--- src/rtl/switch_ctrl_pkg.sv ---
// Shared register map and CTRL bit layout for the slide-switch interrupt controller.
package switch_ctrl_pkg;

    localparam int BUS_W = 32;

    typedef enum logic [1:0] {
        REG_DATA = 2'd0,
        REG_MASK = 2'd1,
        REG_EDGE = 2'd2,
        REG_CTRL = 2'd3
    } reg_addr_e;

    localparam int CTRL_DEB_EN   = 0;
    localparam int CTRL_EDGE_SEL = 1;
    localparam int CTRL_RAW_LSB  = 16;

endpackage

--- src/rtl/switch_irq_ctrl_if.sv ---
// Avalon-MM slave bus plus interrupt line for the switch controller.
interface switch_irq_ctrl_if;
    import switch_ctrl_pkg::*;

    logic [1:0]       address;
    logic             chipselect;
    logic             read;
    logic             write;
    logic [BUS_W-1:0] writedata;
    logic [BUS_W-1:0] readdata;
    logic             irq;

    modport master (
        output address, chipselect, read, write, writedata,
        input  readdata, irq
    );

    modport slave (
        input  address, chipselect, read, write, writedata,
        output readdata, irq
    );

endinterface

--- src/rtl/switch_debounce_cell.sv ---
// One switch bit: 2-FF synchroniser, tick-based stability counter and debounced level flop.
module switch_debounce_cell #(
    parameter int STABLE_N = 4
) (
    input  logic clk,
    input  logic reset,
    input  logic raw,
    input  logic tick,
    input  logic deb_en,
    output logic sync,
    output logic level,
    output logic level_next
);

    localparam logic [3:0] STABLE_LAST = 4'(STABLE_N);

    logic       sync1_r;
    logic       sync2_r;
    logic [3:0] cnt_r;
    logic       data_r;
    logic [3:0] cnt_next_s;
    logic       data_next_s;

    // Synchroniser, counter and debounced level registers.
    always_ff @(posedge clk) begin
        if (reset) begin
            sync1_r <= 1'b0;
            sync2_r <= 1'b0;
            cnt_r   <= 4'd0;
            data_r  <= 1'b0;
        end else begin
            sync1_r <= raw;
            sync2_r <= sync1_r;
            cnt_r   <= cnt_next_s;
            data_r  <= data_next_s;
        end
    end

    // Next level: bypass follows sync every clk, otherwise a new level needs STABLE_N differing ticks.
    always_comb begin
        cnt_next_s  = cnt_r;
        data_next_s = data_r;
        if (!deb_en) begin
            cnt_next_s  = 4'd0;
            data_next_s = sync2_r;
        end else if (tick) begin
            if (sync2_r != data_r) begin
                if ((cnt_r + 4'd1) == STABLE_LAST) begin
                    cnt_next_s  = 4'd0;
                    data_next_s = sync2_r;
                end else begin
                    cnt_next_s  = cnt_r + 4'd1;
                end
            end else begin
                cnt_next_s = 4'd0;
            end
        end else begin
            cnt_next_s  = cnt_r;
            data_next_s = data_r;
        end
    end

    assign sync       = sync2_r;
    assign level      = data_r;
    assign level_next = data_next_s;

endmodule

--- src/rtl/switch_irq_ctrl.sv ---
// Avalon-MM slide-switch controller: debounced DATA, maskable edge capture and level irq.
module switch_irq_ctrl
    import switch_ctrl_pkg::*;
#(
    parameter int WIDTH    = 10,
    parameter int TICK_DIV = 50000,
    parameter int STABLE_N = 4
) (
    input  logic             clk,
    input  logic             reset,
    input  logic [WIDTH-1:0] switch,
    switch_irq_ctrl_if.slave bus
);

    localparam int            TW        = (TICK_DIV > 2) ? $clog2(TICK_DIV) : 1;
    localparam logic [TW-1:0] TICK_LAST = TW'(TICK_DIV - 1);

    logic [TW-1:0]    tick_cnt_r;
    logic             tick_s;
    logic [WIDTH-1:0] sync_s;
    logic [WIDTH-1:0] data_s;
    logic [WIDTH-1:0] data_next_s;
    logic [WIDTH-1:0] mask_r;
    logic [WIDTH-1:0] edge_r;
    logic             deb_en_r;
    logic             edge_sel_r;
    logic             irq_r;
    logic [BUS_W-1:0] readdata_r;
    logic             wr_s;
    logic             rd_s;
    logic [WIDTH-1:0] chg_s;
    logic [WIDTH-1:0] ev_s;
    logic [WIDTH-1:0] clr_s;
    logic [BUS_W-1:0] rd_mux_s;
    logic             unused_s;

    assign wr_s     = bus.chipselect & bus.write;
    assign rd_s     = bus.chipselect & bus.read;
    assign tick_s   = (tick_cnt_r == TICK_LAST);
    assign unused_s = ^bus.writedata;

    // Free-running debounce sample tick divider.
    always_ff @(posedge clk) begin
        if (reset) begin
            tick_cnt_r <= '0;
        end else if (tick_s) begin
            tick_cnt_r <= '0;
        end else begin
            tick_cnt_r <= tick_cnt_r + TW'(1);
        end
    end

    genvar gi;
    for (gi = 0; gi < WIDTH; gi++) begin : g_cell
        switch_debounce_cell #(
            .STABLE_N (STABLE_N)
        ) u_cell (
            .clk        (clk),
            .reset      (reset),
            .raw        (switch[gi]),
            .tick       (tick_s),
            .deb_en     (deb_en_r),
            .sync       (sync_s[gi]),
            .level      (data_s[gi]),
            .level_next (data_next_s[gi])
        );
    end

    // Edge events from the debounced level and the RW1C clear mask.
    always_comb begin
        chg_s = data_next_s ^ data_s;
        if (edge_sel_r) begin
            ev_s = chg_s & data_next_s;
        end else begin
            ev_s = chg_s;
        end
        if (wr_s && (bus.address == REG_EDGE)) begin
            clr_s = bus.writedata[WIDTH-1:0];
        end else begin
            clr_s = '0;
        end
    end

    // Read-data mux; CTRL also exposes the synchronised raw switches.
    always_comb begin
        rd_mux_s = {BUS_W{1'b0}};
        case (bus.address)
            REG_DATA: rd_mux_s[WIDTH-1:0] = data_s;
            REG_MASK: rd_mux_s[WIDTH-1:0] = mask_r;
            REG_EDGE: rd_mux_s[WIDTH-1:0] = edge_r;
            REG_CTRL: begin
                rd_mux_s[CTRL_DEB_EN]            = deb_en_r;
                rd_mux_s[CTRL_EDGE_SEL]          = edge_sel_r;
                rd_mux_s[CTRL_RAW_LSB +: WIDTH]  = sync_s;
            end
            default:  rd_mux_s = {BUS_W{1'b0}};
        endcase
    end

    // Control/status registers, edge capture (set beats clear) and registered irq.
    always_ff @(posedge clk) begin
        if (reset) begin
            mask_r     <= '0;
            edge_r     <= '0;
            deb_en_r   <= 1'b1;
            edge_sel_r <= 1'b0;
            irq_r      <= 1'b0;
            readdata_r <= {BUS_W{1'b0}};
        end else begin
            edge_r <= (edge_r & ~clr_s) | ev_s;
            irq_r  <= |(edge_r & mask_r);
            if (wr_s && (bus.address == REG_MASK)) begin
                mask_r <= bus.writedata[WIDTH-1:0];
            end
            if (wr_s && (bus.address == REG_CTRL)) begin
                deb_en_r   <= bus.writedata[CTRL_DEB_EN];
                edge_sel_r <= bus.writedata[CTRL_EDGE_SEL];
            end
            if (rd_s) begin
                readdata_r <= rd_mux_s;
            end
        end
    end

    assign bus.readdata = readdata_r;
    assign bus.irq      = irq_r;

endmodule

--- src/flat_wrapper.sv ---
// flat-port wrapper written by rule: the top's interface ports become plain ports
module switch_irq_ctrl_flat import switch_ctrl_pkg::*;
#(
    parameter int WIDTH    = 10,
    parameter int TICK_DIV = 50000,
    parameter int STABLE_N = 4
)
  (clk, reset, switch, bus_address, bus_chipselect, bus_read, bus_write, bus_writedata, bus_readdata, bus_irq);
  switch_irq_ctrl_if bus_i ();
  input  logic clk;
  input  logic reset;
  input  logic [WIDTH-1:0] switch;
  input wire logic [$bits(bus_i.address)-1:0] bus_address;
  input wire logic [$bits(bus_i.chipselect)-1:0] bus_chipselect;
  input wire logic [$bits(bus_i.read)-1:0] bus_read;
  input wire logic [$bits(bus_i.write)-1:0] bus_write;
  input wire logic [$bits(bus_i.writedata)-1:0] bus_writedata;
  output wire logic [$bits(bus_i.readdata)-1:0] bus_readdata;
  output wire logic [$bits(bus_i.irq)-1:0] bus_irq;
  assign bus_i.address = bus_address;
  assign bus_i.chipselect = bus_chipselect;
  assign bus_i.read = bus_read;
  assign bus_i.write = bus_write;
  assign bus_i.writedata = bus_writedata;
  assign bus_readdata = bus_i.readdata;
  assign bus_irq = bus_i.irq;
  switch_irq_ctrl #(.WIDTH(WIDTH), .TICK_DIV(TICK_DIV), .STABLE_N(STABLE_N)) u_core (.clk(clk), .reset(reset), .switch(switch), .bus(bus_i));
endmodule
--- config.mk ---
export PLATFORM = sky130hd
export DESIGN_NAME = switch_irq_ctrl_flat
export DESIGN_NICKNAME = d
export VERILOG_FILES = /design/src/rtl/switch_ctrl_pkg.sv /design/src/rtl/switch_irq_ctrl_if.sv /design/src/rtl/switch_debounce_cell.sv /design/src/rtl/switch_irq_ctrl.sv /design/src/flat_wrapper.sv
export SDC_FILE = /design/constraint.sdc
export NUM_CORES = 1
export LEC_CHECK = 0
export ABC_AREA = 1
export BUFFER_PORTS_ARGS = -buffer_cell sky130_fd_sc_hd__buf_2
export CAP_MARGIN = 30
export CORE_MARGIN = 2
export CORE_UTILIZATION = 38
export CTS_BUF_LIST = sky130_fd_sc_hd__clkbuf_2 sky130_fd_sc_hd__clkbuf_4 sky130_fd_sc_hd__clkbuf_8
export CTS_CLUSTER_DIAMETER = 150
export DETAILED_ROUTE_END_ITERATION = 8
export GPL_TIMING_DRIVEN = 0
export PLACE_DENSITY = 0.6
export REMOVE_ABC_BUFFERS = 1
export SYNTH_ARGS = -nofsm -noshare
export SYNTH_HDL_FRONTEND = slang
export SYNTH_SLANG_ARGS = --single-unit
--- constraint.sdc ---
create_clock -name clk -period 2 [get_ports clk]
set_input_delay 0.2 -clock clk [delete_from_list [all_inputs] [get_ports clk]]
set_output_delay 0.2 -clock clk [all_outputs]
set_load 0.005 [all_outputs]
---- Word level (Yosys, flattened, before mapping) ----
Index checks and enable logic that the tools add are counted.
cells by class
  add/sub/neg operators ................... 11
  multipliers ............................. 0
  div/mod/pow operators ................... 0
  magnitude comparators ................... 0
  eq/ne operators ......................... 24
  shift-type cells ........................ 0
  muxes and demuxes ....................... 65
  bitwise logic cells ..................... 9
  reduce and logical (&&, ||, !) cells .... 7
operators by type and width
  cell                                                                   number
  4-bit 2-to-1 mux                                                       20
  4-bit by 1-bit adder with 4-bit output, second input constant          10
  4-bit by 3-bit equality test with 1-bit output, second input constant  10
  1-bit 2-to-1 mux                                                       40
  10-bit bitwise AND                                                     3
  10-bit 2-to-1 mux                                                      3
  8-bit case mux with 3 select lines                                     1
  16-bit by 1-bit adder with 16-bit output, second input constant        1
  16-bit equality test, second input constant                            1
  1-bit != test                                                          10
  10-bit NOT                                                             1
  10-bit bitwise OR                                                      1
  10-bit OR reduction                                                    1
  10-bit XOR                                                             1
  2-bit case mux with 4 select lines                                     1
  2-bit equality test, second input constant                             2
  2-bit OR reduction                                                     2
  1-bit logical AND                                                      3
  1-bit bitwise AND                                                      2
  2-bit by 1-bit equality test with 1-bit output, second input constant  1
  2-bit logical NOT                                                      1
  1-bit NOT                                                              1
storage, ports and cells
  bits in registers ....................... 129
  bits in latches ......................... 0
  memory bits (writable) .................. 0
  memory bits (read-only) ................. 0
  input bits .............................. 49
  output and inout bits ................... 33
  word-level logic and storage cells ...... 163
  memories ................................ 0

---- Logic depth before layout (Yosys ltp) ----
  depth after elaboration ................. 10
  mapped depth ............................ 14
  depth with buffers taken out ............ 14

---- By module ----
From an unflattened synthesis, not the netlist that was laid out.
second synthesis, totals
  cell total of the unflattened synthesis .. 962
  area, all modules ....................... 6,895.4 µm²
by module, submodules not included
  module                instances  cells an instance  area each (µm²)  seq. area each (µm²)
  switch_debounce_cell  10         54                 381.6            140.1
  switch_irq_ctrl       1          422                3,079.2          1,181.1

---- Worst setup path before layout ----
Ideal clock, no wire load.
  path type ............................... register -> register
  start point ............................. register u_core.tick_cnt_r[0]
  end point ............................... register u_core.edge_r[0]
  setup time .............................. 0.070 ns
  data arrival time ....................... 1.847 ns
  required time ........................... 1.930 ns
  setup slack ............................. 0.083 ns
  cell stages (with the launch flop) ...... 15
  path buffers ............................ 1
  clock period less this slack ............ 1.917 ns
  path through ............................ dfxtp_1 ha_1 nand3_2 nor2_4 nand2_4 buf_2 nand2_1 nand2_1 nand2_1 nand2_1 inv_1 ha_1 nand2_1 o21ai_0 a21oi_1
on the way
  word-level cells in the longest chain between the ends .. 7
RTL lines
  item                                    RTL line                    RTL
  from (decl)                             switch_irq_ctrl.sv:18       logic [TW-1:0] tick_cnt_r;
  from (signal assigned)                  switch_irq_ctrl.sv:49       tick_cnt_r <= tick_cnt_r + TW'(1);
  16-bit equality test (*)                switch_irq_ctrl.sv:39       assign tick_s = (tick_cnt_r == TICK_LAST);
  1-bit 2-to-1 mux (*)                    switch_debounce_cell.sv:46  end else if (tick) begin
  1-bit 2-to-1 mux (*)                    switch_debounce_cell.sv:43  if (!deb_en) begin
  net u_core.g_cell[0].u_cell.level_next  switch_debounce_cell.sv:12  output logic level_next
  10-bit XOR                              switch_irq_ctrl.sv:71       chg_s = data_next_s ^ data_s;
  10-bit bitwise AND                      switch_irq_ctrl.sv:73       ev_s = chg_s & data_next_s;
  10-bit 2-to-1 mux (*)                   switch_irq_ctrl.sv:72       if (edge_sel_r) begin
  10-bit bitwise OR (*)                   switch_irq_ctrl.sv:110      edge_r <= (edge_r & ~clr_s) | ev_s;
  to (signal assigned)                    switch_irq_ctrl.sv:110
  to (decl)                               switch_irq_ctrl.sv:24       logic [WIDTH-1:0] edge_r;
The timed path passes the listed nets; every way through them passes the cells marked *.
A chain may end at the register's enable or synchronous reset.

---- Worst setup path in the final report ----
  start point ............................. register u_core.tick_cnt_r[0]
  end point ............................... register u_core.edge_r[8]
on the way
  word-level cells in the longest chain between the ends .. 7
RTL lines
  item                                    RTL line
  16-bit equality test (*)                switch_irq_ctrl.sv:39
  1-bit 2-to-1 mux (*)                    switch_debounce_cell.sv:46
  1-bit 2-to-1 mux (*)                    switch_debounce_cell.sv:43
  net u_core.g_cell[8].u_cell.level_next  switch_debounce_cell.sv:12
  10-bit XOR                              switch_irq_ctrl.sv:71
  10-bit bitwise AND                      switch_irq_ctrl.sv:73
  10-bit 2-to-1 mux (*)                   switch_irq_ctrl.sv:72
  10-bit bitwise OR (*)                   switch_irq_ctrl.sv:110
Marked as above.

==> impl_metrics.toml <==
[finish]
area_delta_synth_final_pct = 20.3
drive_gt1_frac = 0.166
finalCoreUtilization = 0.470
seq_area_um2 = 2610
antenna_diode_instance_count = 0
design_area_um2 = 7510
nNetsFinal = 1007
instances_no_fill = 1164
multiInputGateArea_um2 = 3200
final.fill_count = 1648

[setup_path]
worstRegToRegCells = 14
critical_path_arrival_ps = 2400
reg_to_reg_slack_setup_ps = -20
worst-endpoint-required_ps = 2380
crit_start = "u_core.tick_cnt_r[0]"
worstPathMaxFanout = 4
crit-reg2reg-capture = "u_core.edge_r[8]"
worst_setup_path_end_kind = "register"
setup.worst_path.end = "u_core.edge_r[8]"
worst_setup_start_kind = "register"
critPathKind = "reg2reg"
worst_r2r_startpoint = "u_core.tick_cnt_r[0]"

[global_routing]
use_met2 = 0.287
number_of_global_route_vias_before_repair = 5063
global_route.usage.met3 = 0.0323
busiest_layer = "met2"
globalRoute.totalOverflow = 0
grt_start_max_net_pins = 43
first_pass_grt_wire_length_mm = 24.8
overall_fraction_of_global_route_tracks_in_use = 0.177
gr-usage-met1 = 0.234
antenna_found_initial = 0

[timing]
fmax_ghz = 0.496
final_hold_violations = 0
holdWs_ps = 18.5
final_period_minus_worst_setup_slack_ps = 2020
finalSetupTns_ps = -15.9
post-route-period-util = 1.01
worstMarginPinSlew_ps = 955
setup-violations-final = 1
max-slew-margin-rel = 0.362
rsz0062_at_grt = "yes"
fin_ws_ps = -15.9
final.setup_skew_ps = 9.74
maxSlewViolCount = 0

[pwr]
power.sequential.fraction = 0.506
power.share.clock = 0.418
pwr-share-comb = 0.076
cellInternalPower_mw = 4.05
irDropWorstVdd_v = 0.000411
power_per_cell_area_nw_per_um2 = 710
total_power_mw = 5.33
power.leakage_nw = 3.37
switching_power_mw = 1.28
power.share.switching = 0.240

[yosys]
ys_warn_count = 0
synth_cell_type_count = 38
synth.ff_latch_count = 129
netlist_top_cells_count = "199 x nand2_1, 129 x dfxtp_1, 99 x inv_1"
yosysSeqAreaShare = 0.414
synth-edff-count = 0
share_of_yosys_cell_area_claimed_by_the_top_area_cell_type = 0.414
leading_cell_type_by_number_of_instances_after_synthesis = "nand2_1"
mappedNetlistArea_um2 = 6240
synth_cells = 858
postSynth.asyncResetShare = 0
post_synth.cell_area_avg_um2 = 7.28
synth_largest_area_cell = "dfxtp_1"
synth_top_flop_cell = "dfxtp_1"
synth.top_cells.by_area = "dfxtp_1 41%, nand2_1 12%, inv_1 6.0%, nor2_1 5.7%, a21oi_1 5.6%"

[clock_network]
clock_insertion_delay_worst_skew_ps = 450
cts_sinks = 129
clkTransAtPathRegs_ps = 70
numCtsBuffers = 17
tritoncts = "yes"
cts_max_path_buffers = 2
cts.htree.levels = 4
cts_root_buf = "clkbuf_8"

[placement]
pre_cts_slack_ps = -744
routabilityCongestion = 0.781
dpl-instance-area_um2 = 6590
dp.cells = 1092
port_buffers = 47
dpl.hpwl_mm = 9.35

[floorplanning]
die_area_um2 = 17500
core_region_area_um2 = 16000
die_h_um = 132
ios = 82
floorplan.initialDensity = 0.390
die_width_um = 132
core.rowCount = 46

[routing]
wire_per_inst_um = 13.3
vias_per_cell = 4.79
route.detailed.drc = 0
drt_pre_antenna_iters = 5
final_antenna_net_count = 0
drt-initial-drc-count = 365
drt_wl_total_mm = 15.5
route.vias.total = 5575

[hold_path]
min_path_type = "in2reg"

[run_status]
violations_in_the_final_reports = "negative setup slack"
outcome = "complete, but fails checks"

[flow_run]
cap_violations = 0
## flip-flops by register name (all words and copies together) (netlist names)
register and flops:
u_core.g_cell.u_cell.cnt_r 40, u_core.bus.readdata 20, u_core.tick_cnt_r 16, u_core.edge_r 10, u_core.g_cell.u_cell.level 10, u_core.g_cell.u_cell.sync 10, u_core.g_cell.u_cell.sync1_r 10, u_core.mask_r 10
u_core.bus.irq 1, u_core.deb_en_r 1, u_core.edge_sel_r 1
## layout by cell type, fill, tap and decap left out, types with 5 or more instances in the layout
master,synthesis,final
nand2_1,199,194
dfxtp_1,129,117
inv_1,99,99
nor2_1,95,91
a21oi_1,70,70
buf_2,6,47
nand3_1,48,43
o21ai_0,39,35
xor2_1,25,25
nand4_1,24,24
buf_4,15,21
ha_1,22,20
clkbuf_8,0,20
conb_1,1,12
dlygate4sd3_1,0,12
a22oi_1,10,10
nand3b_1,10,10
nand3_2,6,9
dfxtp_2,0,8
nor2_2,5,7
xnor2_1,6,6
o211ai_1,6,6
clkbuf_4,0,5
## power by group through the flow
stage / combinational (mW) / clock [mW] / sequential (mW)
global route: 0.461 / 2.40 / 2.71
floorplan: 0.233 / 0 / 2.74
detailed placement: 0.372 / 0 / 2.76
CTS: 0.395 / 2.29 / 2.70
finish: 0.404 / 2.23 / 2.70
global placement: 0.360 / 0 / 2.76
## logic make-up after synthesis
family	after synthesis	share of synthesized area
AOI/OAI and AO/OA	133	0.117
xor gates and xnor gates	31	0.0435
adders and majority gates	22	0.0441
buffers and inverters	144	0.0998
DFF	129	0.414
other	1	0.000601
and+or+nand+nor	398	0.281
## what timing repair did
item | 4_1_cts | 5_1_grt
pin swaps | 6 | 21
hold buffers | 12 | 0
gates resized for setup | 13 | 35
setup endpoints to repair | 75 | 12
buffers inserted | 9 | 17
cloned | 2 | 1
hold endpoints to repair | 12 | 0
## critical path: stages (launching register included)
cell and delay (ps):
dfxtp_4 360, ha_4 140, nand3_4 80, nor2_4 180, buf_4 160, clkbuf_16 140, nand3_1 70, nand2_1 60
nand2_1 40, nand2_1 90, inv_1 50, ha_1 270, nand2_1 60, o21ai_0 90, a21oi_1 160
## area by class of cell
type | instances | area share
multi-input combinational | 598 | 0.426
clock buffer | 25 | 0.0416
inverter | 101 | 0.0508
tap | 216 | 0.0360
sequential | 129 | 0.347
clock inverter | 6 | 0.0107
timing repair buffer | 89 | 0.0876
## worst min-delay path by stage
stage                                          from                      endpoint  slack (ps)  cells after the start
floorplan                                     reset        u_core.bus.readdata[2]         270                      1
global placement    u_core.g_cell[4].u_cell.sync1_r  u_core.g_cell[4].u_cell.sync         390                      2
detailed placement  u_core.g_cell[9].u_cell.sync1_r  u_core.g_cell[9].u_cell.sync         390                      2
CTS                                bus_writedata[1]             u_core.edge_sel_r           2                      3
global route                       bus_writedata[4]              u_core.mask_r[4]          30                      3
finish                             bus_writedata[2]              u_core.mask_r[2]          20                      3
## per-layer routing
layer  share of wire  vias up
met1            0.49     2539
li1                -     2903
met2            0.47      113
met4           0.016        0
met5               0        -
met3           0.030       20
Note: power is estimated with default switching activity, not from simulation.
